<file path="src/rtl/dir_input_ctrl_if.sv">
// Button/tick inputs and direction/queue status outputs of dir_input_ctrl.
// The top drives the slave side; the board glue or a bench drives the master side.
interface dir_input_ctrl_if #(
  parameter int NUM_CH      = 1,
  parameter int QUEUE_DEPTH = 2
);
  localparam int CW = $clog2(QUEUE_DEPTH + 1);

  logic [4*NUM_CH-1:0]  btn_in;
  logic                 tick_in;
  logic [2*NUM_CH-1:0]  dir_out;
  logic [NUM_CH-1:0]    dir_valid;
  logic [NUM_CH*CW-1:0] q_count;
  logic [NUM_CH-1:0]    overflow;

  modport master (output btn_in, tick_in,
                  input  dir_out, dir_valid, q_count, overflow);
  modport slave  (input  btn_in, tick_in,
                  output dir_out, dir_valid, q_count, overflow);
endinterface

</file>
<file path="src/rtl/dir_input_ctrl.sv">
// Per-player direction front end: sync, debounce, press detect, turn filter, turn FIFO.
// Macro DIR_REVERSE_BLOCK_EN: when defined, 180-degree turns are rejected as well.
module dir_input_ch #(
  parameter int         SYNC_STAGES     = 2,
  parameter int         DEBOUNCE_CYCLES = 650000,
  parameter int         QUEUE_DEPTH     = 2,
  parameter logic [1:0] INIT_DIR        = 2'b10,
  parameter int         CW              = 2
) (
  input  logic          clk,
  input  logic          rst,
  input  logic [3:0]    i_btn,
  input  logic          i_tick,
  output logic [1:0]    o_dir,
  output logic          o_dir_valid,
  output logic [CW-1:0] o_q_count,
  output logic          o_overflow
);
  localparam int DW = $clog2(DEBOUNCE_CYCLES + 1);
  localparam int PW = (QUEUE_DEPTH > 1) ? $clog2(QUEUE_DEPTH) : 1;
  localparam logic [DW-1:0] DB_LAST  = DW'(DEBOUNCE_CYCLES - 1);
  localparam logic [PW-1:0] PTR_LAST = PW'(QUEUE_DEPTH - 1);
  localparam logic [CW-1:0] CNT_FULL = CW'(QUEUE_DEPTH);

  logic [SYNC_STAGES-1:0][3:0] r_sync;
  logic [3:0][DW-1:0]          r_db_cnt;
  logic [3:0]                  r_deb, r_deb_q, r_press;
  logic [3:0]                  w_synced;

  logic [QUEUE_DEPTH-1:0][1:0] r_mem;
  logic [PW-1:0]               r_wr, r_rd;
  logic [CW-1:0]               r_count;
  logic [1:0]                  r_dir;
  logic                        r_dv, r_ovf;

  logic [1:0]    w_cand, w_ref;
  logic [PW-1:0] w_tail;
  logic          w_cand_vld, w_rev, w_push_req, w_full, w_pop, w_push, w_drop;

  function automatic logic [PW-1:0] ptr_inc(input logic [PW-1:0] p);
    return (p == PTR_LAST) ? '0 : p + 1'b1;
  endfunction

  always_ff @(posedge clk) begin
    if (!rst) r_sync <= '0;
    else      r_sync <= {r_sync[SYNC_STAGES-2:0], i_btn};
  end
  assign w_synced = r_sync[SYNC_STAGES-1];

  // Level flips only after DEBOUNCE_CYCLES consecutive disagreeing samples.
  always_ff @(posedge clk) begin
    if (!rst) begin
      r_db_cnt <= '0;
      r_deb    <= '0;
      r_deb_q  <= '0;
      r_press  <= '0;
    end else begin
      for (int b = 0; b < 4; b++) begin
        if (w_synced[b] == r_deb[b]) begin
          r_db_cnt[b] <= '0;
        end else if (r_db_cnt[b] == DB_LAST) begin
          r_deb[b]    <= w_synced[b];
          r_db_cnt[b] <= '0;
        end else begin
          r_db_cnt[b] <= r_db_cnt[b] + 1'b1;
        end
      end
      r_deb_q <= r_deb;
      r_press <= r_deb & ~r_deb_q;
    end
  end

  // Bit index {left,right,down,up} doubles as the direction code.
  always_comb begin
    w_cand_vld = |r_press;
    w_cand     = 2'b00;
    if (r_press[3])      w_cand = 2'b11;
    else if (r_press[2]) w_cand = 2'b10;
    else if (r_press[1]) w_cand = 2'b01;
  end

  assign w_tail = (r_wr == '0) ? PTR_LAST : r_wr - 1'b1;
  assign w_ref  = (r_count != '0) ? r_mem[w_tail] : r_dir;

`ifdef DIR_REVERSE_BLOCK_EN
  assign w_rev = (w_cand == (w_ref ^ 2'b01));
`else
  assign w_rev = 1'b0;
`endif

  assign w_push_req = w_cand_vld && (w_cand != w_ref) && !w_rev;
  assign w_full     = (r_count == CNT_FULL);
  assign w_pop      = i_tick && (r_count != '0);
  // A pop in the same cycle frees the slot, so a full queue still accepts.
  assign w_push     = w_push_req && (!w_full || w_pop);
  assign w_drop     = w_push_req && w_full && !w_pop;

  always_ff @(posedge clk) begin
    if (!rst) begin
      r_mem   <= '0;
      r_wr    <= '0;
      r_rd    <= '0;
      r_count <= '0;
      r_dir   <= INIT_DIR;
      r_dv    <= 1'b0;
      r_ovf   <= 1'b0;
    end else begin
      r_dv <= w_pop;
      if (w_pop) begin
        r_dir <= r_mem[r_rd];
        r_rd  <= ptr_inc(r_rd);
      end
      if (w_push) begin
        r_mem[r_wr] <= w_cand;
        r_wr        <= ptr_inc(r_wr);
      end
      if (w_drop) r_ovf <= 1'b1;
      if (w_push && !w_pop)      r_count <= r_count + 1'b1;
      else if (w_pop && !w_push) r_count <= r_count - 1'b1;
    end
  end

  assign o_dir       = r_dir;
  assign o_dir_valid = r_dv;
  assign o_q_count   = r_count;
  assign o_overflow  = r_ovf;
endmodule

module dir_input_ctrl #(
  parameter int         NUM_CH          = 1,
  parameter int         SYNC_STAGES     = 2,
  parameter int         DEBOUNCE_CYCLES = 650000,
  parameter int         QUEUE_DEPTH     = 2,
  parameter logic [1:0] INIT_DIR        = 2'b10
) (
  input  logic          clk,
  input  logic          rst,
  dir_input_ctrl_if.slave bus
);
  localparam int CW = $clog2(QUEUE_DEPTH + 1);

  for (genvar c = 0; c < NUM_CH; c++) begin : g_ch
    dir_input_ch #(
      .SYNC_STAGES    (SYNC_STAGES),
      .DEBOUNCE_CYCLES(DEBOUNCE_CYCLES),
      .QUEUE_DEPTH    (QUEUE_DEPTH),
      .INIT_DIR       (INIT_DIR),
      .CW             (CW)
    ) u_ch (
      .clk        (clk),
      .rst        (rst),
      .i_btn      (bus.btn_in[4*c +: 4]),
      .i_tick     (bus.tick_in),
      .o_dir      (bus.dir_out[2*c +: 2]),
      .o_dir_valid(bus.dir_valid[c]),
      .o_q_count  (bus.q_count[CW*c +: CW]),
      .o_overflow (bus.overflow[c])
    );
  end
endmodule

</file>
<file path="src/flat_wrapper.sv">
// flat-port wrapper written by rule: the top's interface ports become plain ports
module dir_input_ctrl_flat 
#(
  parameter int         NUM_CH          = 1,
  parameter int         SYNC_STAGES     = 2,
  parameter int         DEBOUNCE_CYCLES = 650000,
  parameter int         QUEUE_DEPTH     = 2,
  parameter logic [1:0] INIT_DIR        = 2'b10
)
  (clk, rst, bus_btn_in, bus_tick_in, bus_dir_out, bus_dir_valid, bus_q_count, bus_overflow);
  dir_input_ctrl_if #(.NUM_CH(NUM_CH), .QUEUE_DEPTH(QUEUE_DEPTH)) bus_i ();
  input  logic clk;
  input  logic rst;
  input wire logic [$bits(bus_i.btn_in)-1:0] bus_btn_in;
  input wire logic [$bits(bus_i.tick_in)-1:0] bus_tick_in;
  output wire logic [$bits(bus_i.dir_out)-1:0] bus_dir_out;
  output wire logic [$bits(bus_i.dir_valid)-1:0] bus_dir_valid;
  output wire logic [$bits(bus_i.q_count)-1:0] bus_q_count;
  output wire logic [$bits(bus_i.overflow)-1:0] bus_overflow;
  assign bus_i.btn_in = bus_btn_in;
  assign bus_i.tick_in = bus_tick_in;
  assign bus_dir_out = bus_i.dir_out;
  assign bus_dir_valid = bus_i.dir_valid;
  assign bus_q_count = bus_i.q_count;
  assign bus_overflow = bus_i.overflow;
  dir_input_ctrl #(.NUM_CH(NUM_CH), .SYNC_STAGES(SYNC_STAGES), .DEBOUNCE_CYCLES(DEBOUNCE_CYCLES), .QUEUE_DEPTH(QUEUE_DEPTH), .INIT_DIR(INIT_DIR)) u_core (.clk(clk), .rst(rst), .bus(bus_i));
endmodule
</file>
<file path="config.mk">
export PLATFORM = sky130hd
export DESIGN_NAME = dir_input_ctrl_flat
export DESIGN_NICKNAME = d
export VERILOG_FILES = /design/src/rtl/dir_input_ctrl_if.sv /design/src/rtl/dir_input_ctrl.sv /design/src/flat_wrapper.sv
export SDC_FILE = /design/constraint.sdc
export NUM_CORES = 1
export LEC_CHECK = 0
export ABC_AREA = 1
export CELL_PAD_IN_SITES_DETAIL_PLACEMENT = 0
export CELL_PAD_IN_SITES_GLOBAL_PLACEMENT = 1
export CORE_MARGIN = 4
export CORE_UTILIZATION = 41
export CTS_CLUSTER_DIAMETER = 200
export DETAILED_ROUTE_END_ITERATION = 8
export MAX_ROUTING_LAYER = met4
export PLACE_DENSITY_LB_ADDON = 0.1
export SYNTH_ARGS = -nofsm -noshare
export SYNTH_HDL_FRONTEND = slang
export SYNTH_SLANG_ARGS = --single-unit
</file>
<file path="constraint.sdc">
create_clock -name clk -period 1.68 [get_ports clk]
set_input_delay 0.336 -clock clk [delete_from_list [all_inputs] [get_ports clk]]
set_output_delay 0.336 -clock clk [all_outputs]
set_load 0.1 [all_outputs]
</file>
# After elaboration in Yosys (flattened, before gate mapping)
# Index checks and enable logic that the tools add are counted.
# op_classes
n_reduce_logical,23
add_sub_neg,9
eq_ne,10
order_cmp,4
bitwise_logic,7
muxes,16
# op_table
op,n
$add 20x1->20 const B,4
$eq 20x20->1 const B,4
$mux 2,10
$reduce_or 3->1,4
$logic_and 1x1->1,8
$reduce_and 2->1,4
$lt 1x2->1 const B,3
$not 1->1,5
$and 4x4->4,1
$bwmux 4,1
$eq 1x1->1,4
$mux 1,4
$not 4->4,1
$reduce_bool 2->1,2
$reduce_or 4->1,1
$logic_not 1->1,3
$add 1x1->1 const B,2
$add 2x1->2 const B,1
$demux 2 s1,1
$eq 2x2->1 const B,1
$ne 2x2->1,1
$sub 2x1->2 const B,1
$ge 1x1->1 const B,1
$logic_or 1x1->1,1
$sub 1x1->1 const B,1
# totals
elab_cells,89
inputBits,7
out_inout_bits,6
reg_bits,112

# Depth between registers and ports, before layout
# Gate-level depths: netlist of the first run.
# logic_depth
word_depth,12
depth_mapped,14
ltp_nobuf,14

# Worst setup path after synthesis of the first run
# No wires, ideal clock.
# synth_path
path_type,register -> register
from,register u_core.g_ch[0].u_ch.r_count[0]
to,register u_core.g_ch[0].u_ch.r_count[1]
arrival_time_ns,2.346
period_less_slack_ns,2.470
path_buffers,0
setup_slack_ns,-0.790
stages_incl_launch_ff,13
required_ns,1.556
cell_sequence,dfxtp_1 > nor2_1 > nand2_1 > nand3_1 > nand2_1 > nand2_2 > nand3_1 > inv_1 > ha_1 > a21oi_1 > o21ai_0 > o21ai_0 > a21oi_1
# synth_between
elab_chain_cells,8
elab_cells_between_ends,18
# synth_lines
element,line,rtl
from (decl),dir_input_ctrl.sv:32,logic [CW-1:0] r_count;
from (signal assigned),dir_input_ctrl.sv:118,if (w_push && !w_pop) r_count <= r_count + 1'b1;
from (signal assigned),dir_input_ctrl.sv:119,else if (w_pop && !w_push) r_count <= r_count - 1'b1;
$reduce_bool 2->1,"dir_input_ctrl.sv:83, dir_input_ctrl.sv:93",
$mux 2,dir_input_ctrl.sv:83,assign w_ref = (r_count != '0) ? r_mem[w_tail] : r_dir;
$ne 2x2->1,dir_input_ctrl.sv:91,assign w_push_req = w_cand_vld && (w_cand != w_ref) && !w_rev;
$logic_and 1x1->1,dir_input_ctrl.sv:91,
$logic_and 1x1->1,dir_input_ctrl.sv:95,assign w_push = w_push_req && (!w_full || w_pop);
$logic_not 1->1,dir_input_ctrl.sv:119,
$logic_and 1x1->1,dir_input_ctrl.sv:119,
$reduce_bool 2->1 (no source line),--,
# Several ways; a longest one is shown, not always the timed one. The select of a mux whose other input is x is not followed.
# A chain may end at the register's enable or synchronous reset.

# Worst setup path after layout of the first run
# Same ends and word-level chain as after synthesis.

==> flow_summary.toml, run 1 <==
[status]
status = "finished clean"

[clock_tree]
cts_made_buffers = 9
clk_path_buf_depth = 2
h-tree-depth = 3
insertion_delay_ns = 0.35
cts_tree = "yes"
clock-sinks = 112
cts.clk_slew.worst_paths_ns = 0.08
root_buffer = "clkbuf_16"

[routing]
drt_iter0_drc = 278
avgViaCountPerCell = 4.65
drc = 0
drt-total-wl_mm = 10.6
drtPass1Iterations = 4
avgRoutedWirePerCell_um = 11.3
ant_nets = 0
dr_total_vias = 4341

[grt]
top_usage_layer = "met2"
grt_pass1_wl_mm = 17.9
grt-ovfl-total = 0
use_met3 = 0.0449
grt.met2_usage = 0.224
grt_max_degree = 21
track_usage = 0.154
grt_pass1_vias = 3876
met1_usage = 0.208
antenna_found_initial = 0

[timing]
finalSetupViolCount = 0
setup_ws_ns = 0.0295
whs_ns = 0.389
tightestPinTransition_ns = 0.414
hold_viol_final = 0
fin_setup_tns_ns = 0
final-max-slew-violation-count = 0
period_share = 0.982
rsz0062_at_grt = "yes"
fmax_mhz = 606
skew_ns = 0.00885
slew_headroom = 0.722
period_minus_slack_ns = 1.65

[setup_path]
arrival_ns = 1.90
crit_slowest_cell = "dfxtp_4"
crit_path_start = "u_core.g_ch[0].u_ch.o_q_count[0]"
r2r-end = "u_core.g_ch[0].u_ch.o_q_count[1]"
path_max_fanout = 5
r2r_cells = 12
crit_family = "simple AND/OR/NAND/NOR gates"
worst-path-buf-inv = 1
timing.rr.start = "u_core.g_ch[0].u_ch.o_q_count[0]"
critPathKind = "reg2reg"
cp_data_required_time_ns = 1.93
cpPeakStageDelay_ns = 0.37
r2r_slack_ns = 0.03
cp-end-kind = "flop"
crit_path_cell_trace = "nor2_4, nand2_1, nand3_1, nand2_1, nand2_2, nand3_2, inv_2, ha_4, a21oi_2, o21ai_1, o21ai_1, a21oi_1"
endpoint = "u_core.g_ch[0].u_ch.o_q_count[1]"
cp-start-kind = "flop"
crit_cells = 12

[floorplanning]
fp.dieH_um = 120
fp-row-count = 40
initial_core_util = 0.424
die-area_um2 = 14500
coreArea_um2 = 12200
die_w_um = 120
floorplan.io_pins = 13

[yosys]
ys_ff_latch = 112
async_reset_ff_frac = 0
synth_edf_count = 0
ys_seq_area_frac = 0.433
syn_area_per_cell_um2 = 7.34
syn_nets = 718
synth_area_um2 = 5180
synth_top_flop_cell = "dfxtp_1"
ys_warn_count = 0
synth_cell_type_count = 41
synthCells = 706

[finish]
n_antenna_cell = 0
design_area_um2 = 6280
drive_gt1_frac = 0.184
final_common_cell = "nand2_1"
post-route-util = 0.514
layout_common_cells = "nand2_1 (136), dfxtp_1 (105), nor2_1 (93), inv_1 (92), a21oi_1 (45)"
syn_to_final_growth_pct = 21.2
finish.net_count = 773
final_cells = 934

[hold_path]
min_path_type = "reg2reg"

[place]
place_area_um2 = 5860
hpwl_mm = 7.89
portBuffers = 12
finalWeightedCongestion = 0.784
pre_cts_slack_ns = -0.277
placed_cells = 912

[power]
ir_worst_vdd_v = 0.000575
power.leakage_nw = 2.39
swShare = 0.259
p_int_mw = 3.93
comb_power_share = 0.103
p_switching_mw = 1.38
p_clk_frac = 0.380
power.density_nw_per_um2 = 845
power_frac_seq = 0.517
p_total_mw = 5.30

[flow_run]
drv_cap = 0
==> worst reg2reg max path, cell delays in order (launching register included) <==
cell and delay [ns]:
dfxtp_4 0.37, nor2_4 0.17, nand2_1 0.07, nand3_1 0.08, nand2_1 0.07, nand2_2 0.08, nand3_2 0.08, inv_2 0.08
ha_4 0.20, a21oi_2 0.09, o21ai_1 0.08, o21ai_1 0.13, a21oi_1 0.04
==> kinds of logic (layout without fill, tap and decap cells) <==
group           after synthesis  count (layout)  share of synthesized area
flops                       112             112                      0.433
buf+inv                     112             172                     0.0872
xor+xnor                     22              22                     0.0372
fa+ha+maj                     5               5                     0.0121
simple gates                381             381                      0.355
compound gates               74              74                     0.0763
==> cell type report <==
class / count / area (um2)
timing repair buffer: 53 / 520
clock inverter: 6 / 43.8
tap: 168 / 210
clock buffer: 10 / 229
sequential: 112 / 2260
multi-input combinational: 482 / 2620
fill: 1219 / 5930
inverter: 103 / 393
==> registers in the layout, indices dropped and copies added (netlist names) <==
| register | flops |
|---|---|
| u_core.g_ch.u_ch.r_db_cnt | 80 |
| u_core.g_ch.u_ch.r_deb | 4 |
| u_core.g_ch.u_ch.r_deb_q | 4 |
| u_core.g_ch.u_ch.r_mem | 4 |
| u_core.g_ch.u_ch.r_press | 4 |
| u_core.g_ch.u_ch.r_sync | 4 |
| u_core.g_ch.u_ch.w_synced | 4 |
| u_core.g_ch.u_ch.o_dir | 2 |
| u_core.g_ch.u_ch.o_q_count | 2 |
| u_core.g_ch.u_ch.o_dir_valid | 1 |
| u_core.g_ch.u_ch.o_overflow | 1 |
| u_core.g_ch.u_ch.r_rd | 1 |
| u_core.g_ch.u_ch.r_wr | 1 |
==> repair_timing <==
item,CTS,global route
hold buffers,0,0
gates cloned,0,2
resized for setup,2,27
pin swaps,2,18
endpoints found under the setup margin,1,64
setup buffers,1,3
==> power by group through the flow <==
stage          registers (mW)  logic, mW  clock network (mW)
2_1_floorplan            2.93      0.192                   0
3_3_place_gp             2.81      0.534                   0
3_5_place_dp             2.81      0.537                   0
4_1_cts                  2.74      0.548                2.09
5_1_grt                  2.75      0.589                2.19
6_report                 2.74      0.548                2.02
==> cell usage after synthesis, types with 2 or more instances <==
library cell    n  share of area
and3_1          4         0.0048
inv_1          96          0.070
nand4_2         4         0.0097
xnor2_1         7          0.012
o21ai_1         3         0.0029
nor2_4          5          0.011
nor3_4          3         0.0094
nand2_1       139           0.10
o21ai_0        17          0.016
nor3b_1         4         0.0058
or2_1           2         0.0024
a21oi_1        46          0.044
clkbuf_1        2         0.0014
nor3_2          5         0.0097
nand3_2         4         0.0077
inv_2           6         0.0043
nor3b_2         2         0.0048
nor2_2          9          0.011
ha_1            5          0.012
dfxtp_1       112           0.43
nand2_2         8         0.0097
nand4_1        13          0.016
buf_4           4         0.0058
nor4_1          4         0.0048
nor2_1         97          0.070
or2_0           4         0.0048
nand3_1        37          0.036
or2_2           2         0.0024
xor2_1         15          0.025
buf_6           2         0.0043
o211ai_1        3         0.0043
nor3_1         33          0.032
==> worst min path at each step <==
stage / startpoint / end / slack, ns / cells past startpoint
floorplan: u_core.g_ch[0].u_ch.r_deb_q[3] / u_core.g_ch[0].u_ch.r_press[3] / 0.37 / 1
global placement: u_core.g_ch[0].u_ch.r_deb_q[0] / u_core.g_ch[0].u_ch.r_press[0] / 0.38 / 1
detailed placement: u_core.g_ch[0].u_ch.r_deb_q[3] / u_core.g_ch[0].u_ch.r_press[3] / 0.38 / 1
CTS: u_core.g_ch[0].u_ch.r_deb_q[3] / u_core.g_ch[0].u_ch.r_press[3] / 0.39 / 1
global route: u_core.g_ch[0].u_ch.r_deb_q[2] / u_core.g_ch[0].u_ch.r_press[2] / 0.40 / 1
finish: u_core.g_ch[0].u_ch.r_deb_q[0] / u_core.g_ch[0].u_ch.r_press[0] / 0.39 / 1
==> per-layer routing <==
metal / share of wire / up-vias
met5: 0 / -
met4: 0.0094 / 0
met3: 0.021 / 8
met2: 0.45 / 32
met1: 0.52 / 1932
li1: - / 2369
No activity file was read; power rests on OpenSTA's default activity.
==> run 2, diff against run 1 <==
==> constraint.sdc (replaced) <==
create_clock -name clk -period 1.68 [get_ports clk]
set_input_delay 0.42 -clock clk [delete_from_list [all_inputs] [get_ports clk]]
set_output_delay 0.42 -clock clk [all_outputs]
set_load 0.1 [all_outputs]
==> run 2 against run 1 <==
Compared with the run above: global-route usage stayed put; critical path depth stayed put; routed wire length is 1.1% higher; non-clock buffer count is 2 higher; maximum frequency is 0.51% higher; first-iteration DRC count is 24% lower; total power is 0.49% higher; largest cell class unchanged.
==> flow_summary.toml, run 2 (synthesis results as in run 1) <==
[timing]
slew_headroom = 0.769
finalSetupViolCount = 0
skew_ns = 0.00603
whs_ns = 0.389
final-max-slew-violation-count = 0
period_minus_slack_ns = 1.64
rsz0062_at_grt = "yes"
hold_viol_final = 0
fmax_mhz = 609
period_share = 0.977
tightestPinTransition_ns = 0.344
setup_ws_ns = 0.0378

[clock_tree]
insertion_delay_ns = 0.35
root_buffer = "clkbuf_16"
clk_path_buf_depth = 2
cts.clk_slew.worst_paths_ns = 0.07
cts_hold_buffers = 0
h-tree-depth = 3
cts_tree = "yes"
clock-sinks = 112
cts_made_buffers = 9

[setup_path]
crit_path_cell_trace = "nor2_4, nand2_1, nand3_1, nand2_1, nand2_2, nand3_2, inv_2, ha_4, a21oi_2, o21ai_1, o21ai_1, a21oi_1"
crit_cells = 12
critPathKind = "reg2reg"
cp-end-kind = "flop"
r2r-end = "u_core.g_ch[0].u_ch.o_q_count[1]"
cp-start-kind = "flop"
crit_slowest_cell = "dfxtp_4"
path_max_fanout = 5
cpPeakStageDelay_ns = 0.37
arrival_ns = 1.89
r2r_slack_ns = 0.04
cp_data_required_time_ns = 1.93
r2r_cells = 12
timing.rr.start = "u_core.g_ch[0].u_ch.o_q_count[0]"
worst-path-buf-inv = 1
crit_path_start = "u_core.g_ch[0].u_ch.o_q_count[0]"
endpoint = "u_core.g_ch[0].u_ch.o_q_count[1]"
crit_family = "simple AND/OR/NAND/NOR gates"

[finish]
syn_to_final_growth_pct = 22.6
largest_reg_flops = 80
fill_cells = 1233
layout_common_cells = "nand2_1 (136), dfxtp_1 (104), nor2_1 (93), inv_1 (91), a21oi_1 (45)"
final_cells = 936
largest_register = "u_core.g_ch.u_ch.r_db_cnt"
n_antenna_cell = 0
final_common_cell = "nand2_1"
post-route-util = 0.520
finish.net_count = 775
drive_gt1_frac = 0.193

[floorplanning]
fp.dieH_um = 120
initial_core_util = 0.424
die_w_um = 120
die-area_um2 = 14500
fp-row-count = 40
floorplan.io_pins = 13
coreArea_um2 = 12200

[grt]
grt_max_degree = 21
track_usage = 0.154
grt_pass1_wl_mm = 17.9
grt-ovfl-total = 0
antenna_found_initial = 0
grt_pass1_vias = 3864

[flow_run]
drv_cap = 0

[routing]
drtPass1Iterations = 4
avgViaCountPerCell = 4.67
dr_total_vias = 4373
drt-total-wl_mm = 10.7
ant_nets = 0
drc = 0
avgRoutedWirePerCell_um = 11.4
drt_iter0_drc = 210

[place]
pre_cts_slack_ns = -0.372
finalWeightedCongestion = 0.784
hpwl_mm = 7.90
placed_cells = 912
portBuffers = 12

[hold_path]
min_path_type = "reg2reg"

[power]
power.density_nw_per_um2 = 839
power.leakage_nw = 2.41
ir_worst_vdd_v = 0.000637

[status]
status = "finished clean"
[run 2: report_power, final]
| part | total [mW] | internal, mW | switching [mW] |
|---|---|---|---|
| Clock | 2.03 | 1.02 | 1.01 |
| Combinational | 0.565 | 0.228 | 0.337 |
| Sequential | 2.74 | 2.69 | 0.0448 |
| Total | 5.33 | 3.94 | 1.39 |
[run 2: repair_timing]
item | CTS | global route
pin swaps | 2 | 17
gates cloned | 0 | 3
setup endpoints to repair | 1 | 66
setup buffers | 1 | 4
resized for setup | 2 | 30
[run 2: per-layer routing]
metal,global-route usage,wire (um)
met5,-,0
met4,0.0475,123
met3,0.0449,268
met2,0.229,4840
met1,0.204,5480
[run 2: worst min path at each step]
stage | startpoint | endpoint | cells past startpoint
2_1_floorplan | u_core.g_ch[0].u_ch.r_deb_q[3] | u_core.g_ch[0].u_ch.r_press[3] | 1
3_3_place_gp | u_core.g_ch[0].u_ch.r_deb_q[0] | u_core.g_ch[0].u_ch.r_press[0] | 1
3_5_place_dp | u_core.g_ch[0].u_ch.r_deb_q[1] | u_core.g_ch[0].u_ch.r_press[1] | 1
4_1_cts | u_core.g_ch[0].u_ch.r_deb_q[1] | u_core.g_ch[0].u_ch.r_press[1] | 1
5_1_grt | u_core.g_ch[0].u_ch.r_deb_q[2] | u_core.g_ch[0].u_ch.r_press[2] | 1
6_report | u_core.g_ch[0].u_ch.r_deb_q[2] | u_core.g_ch[0].u_ch.r_press[2] | 1
[run 2: cell type report]
cell class                 count  area [um2]  area share
clock inverter                 6        43.8     0.00690
clock buffer                  10         229      0.0361
inverter                     103         392      0.0617
timing repair buffer          55         574      0.0904
multi-input combinational    482        2640       0.415
sequential                   112        2260       0.357
tap                          168         210      0.0331
[run 2: per-stage QoR]
stage          cell area [um2]  TNS (ns)  power (mW)
6_report                  6350         0        5.33
5_1_grt                   6350    -0.681        5.56
4_1_cts                   6140         0        5.38
3_5_place_dp              5860     -6.10        3.34
3_3_place_gp              5860     -4.82        3.34
2_1_floorplan             5240   -0.0704        3.13
==> run 3, diff against run 2 <==
--- a/config.mk
+++ b/config.mk
@@ -12,6 +12,7 @@
 export CORE_UTILIZATION = 41
 export CTS_CLUSTER_DIAMETER = 200
 export DETAILED_ROUTE_END_ITERATION = 8
+export GPL_ROUTABILITY_DRIVEN = 0
 export MAX_ROUTING_LAYER = met4
 export PLACE_DENSITY_LB_ADDON = 0.1
 export SYNTH_ARGS = -nofsm -noshare
==> results of run 3 <==
Final layout, timing and power as in run 2 (identical DEF).
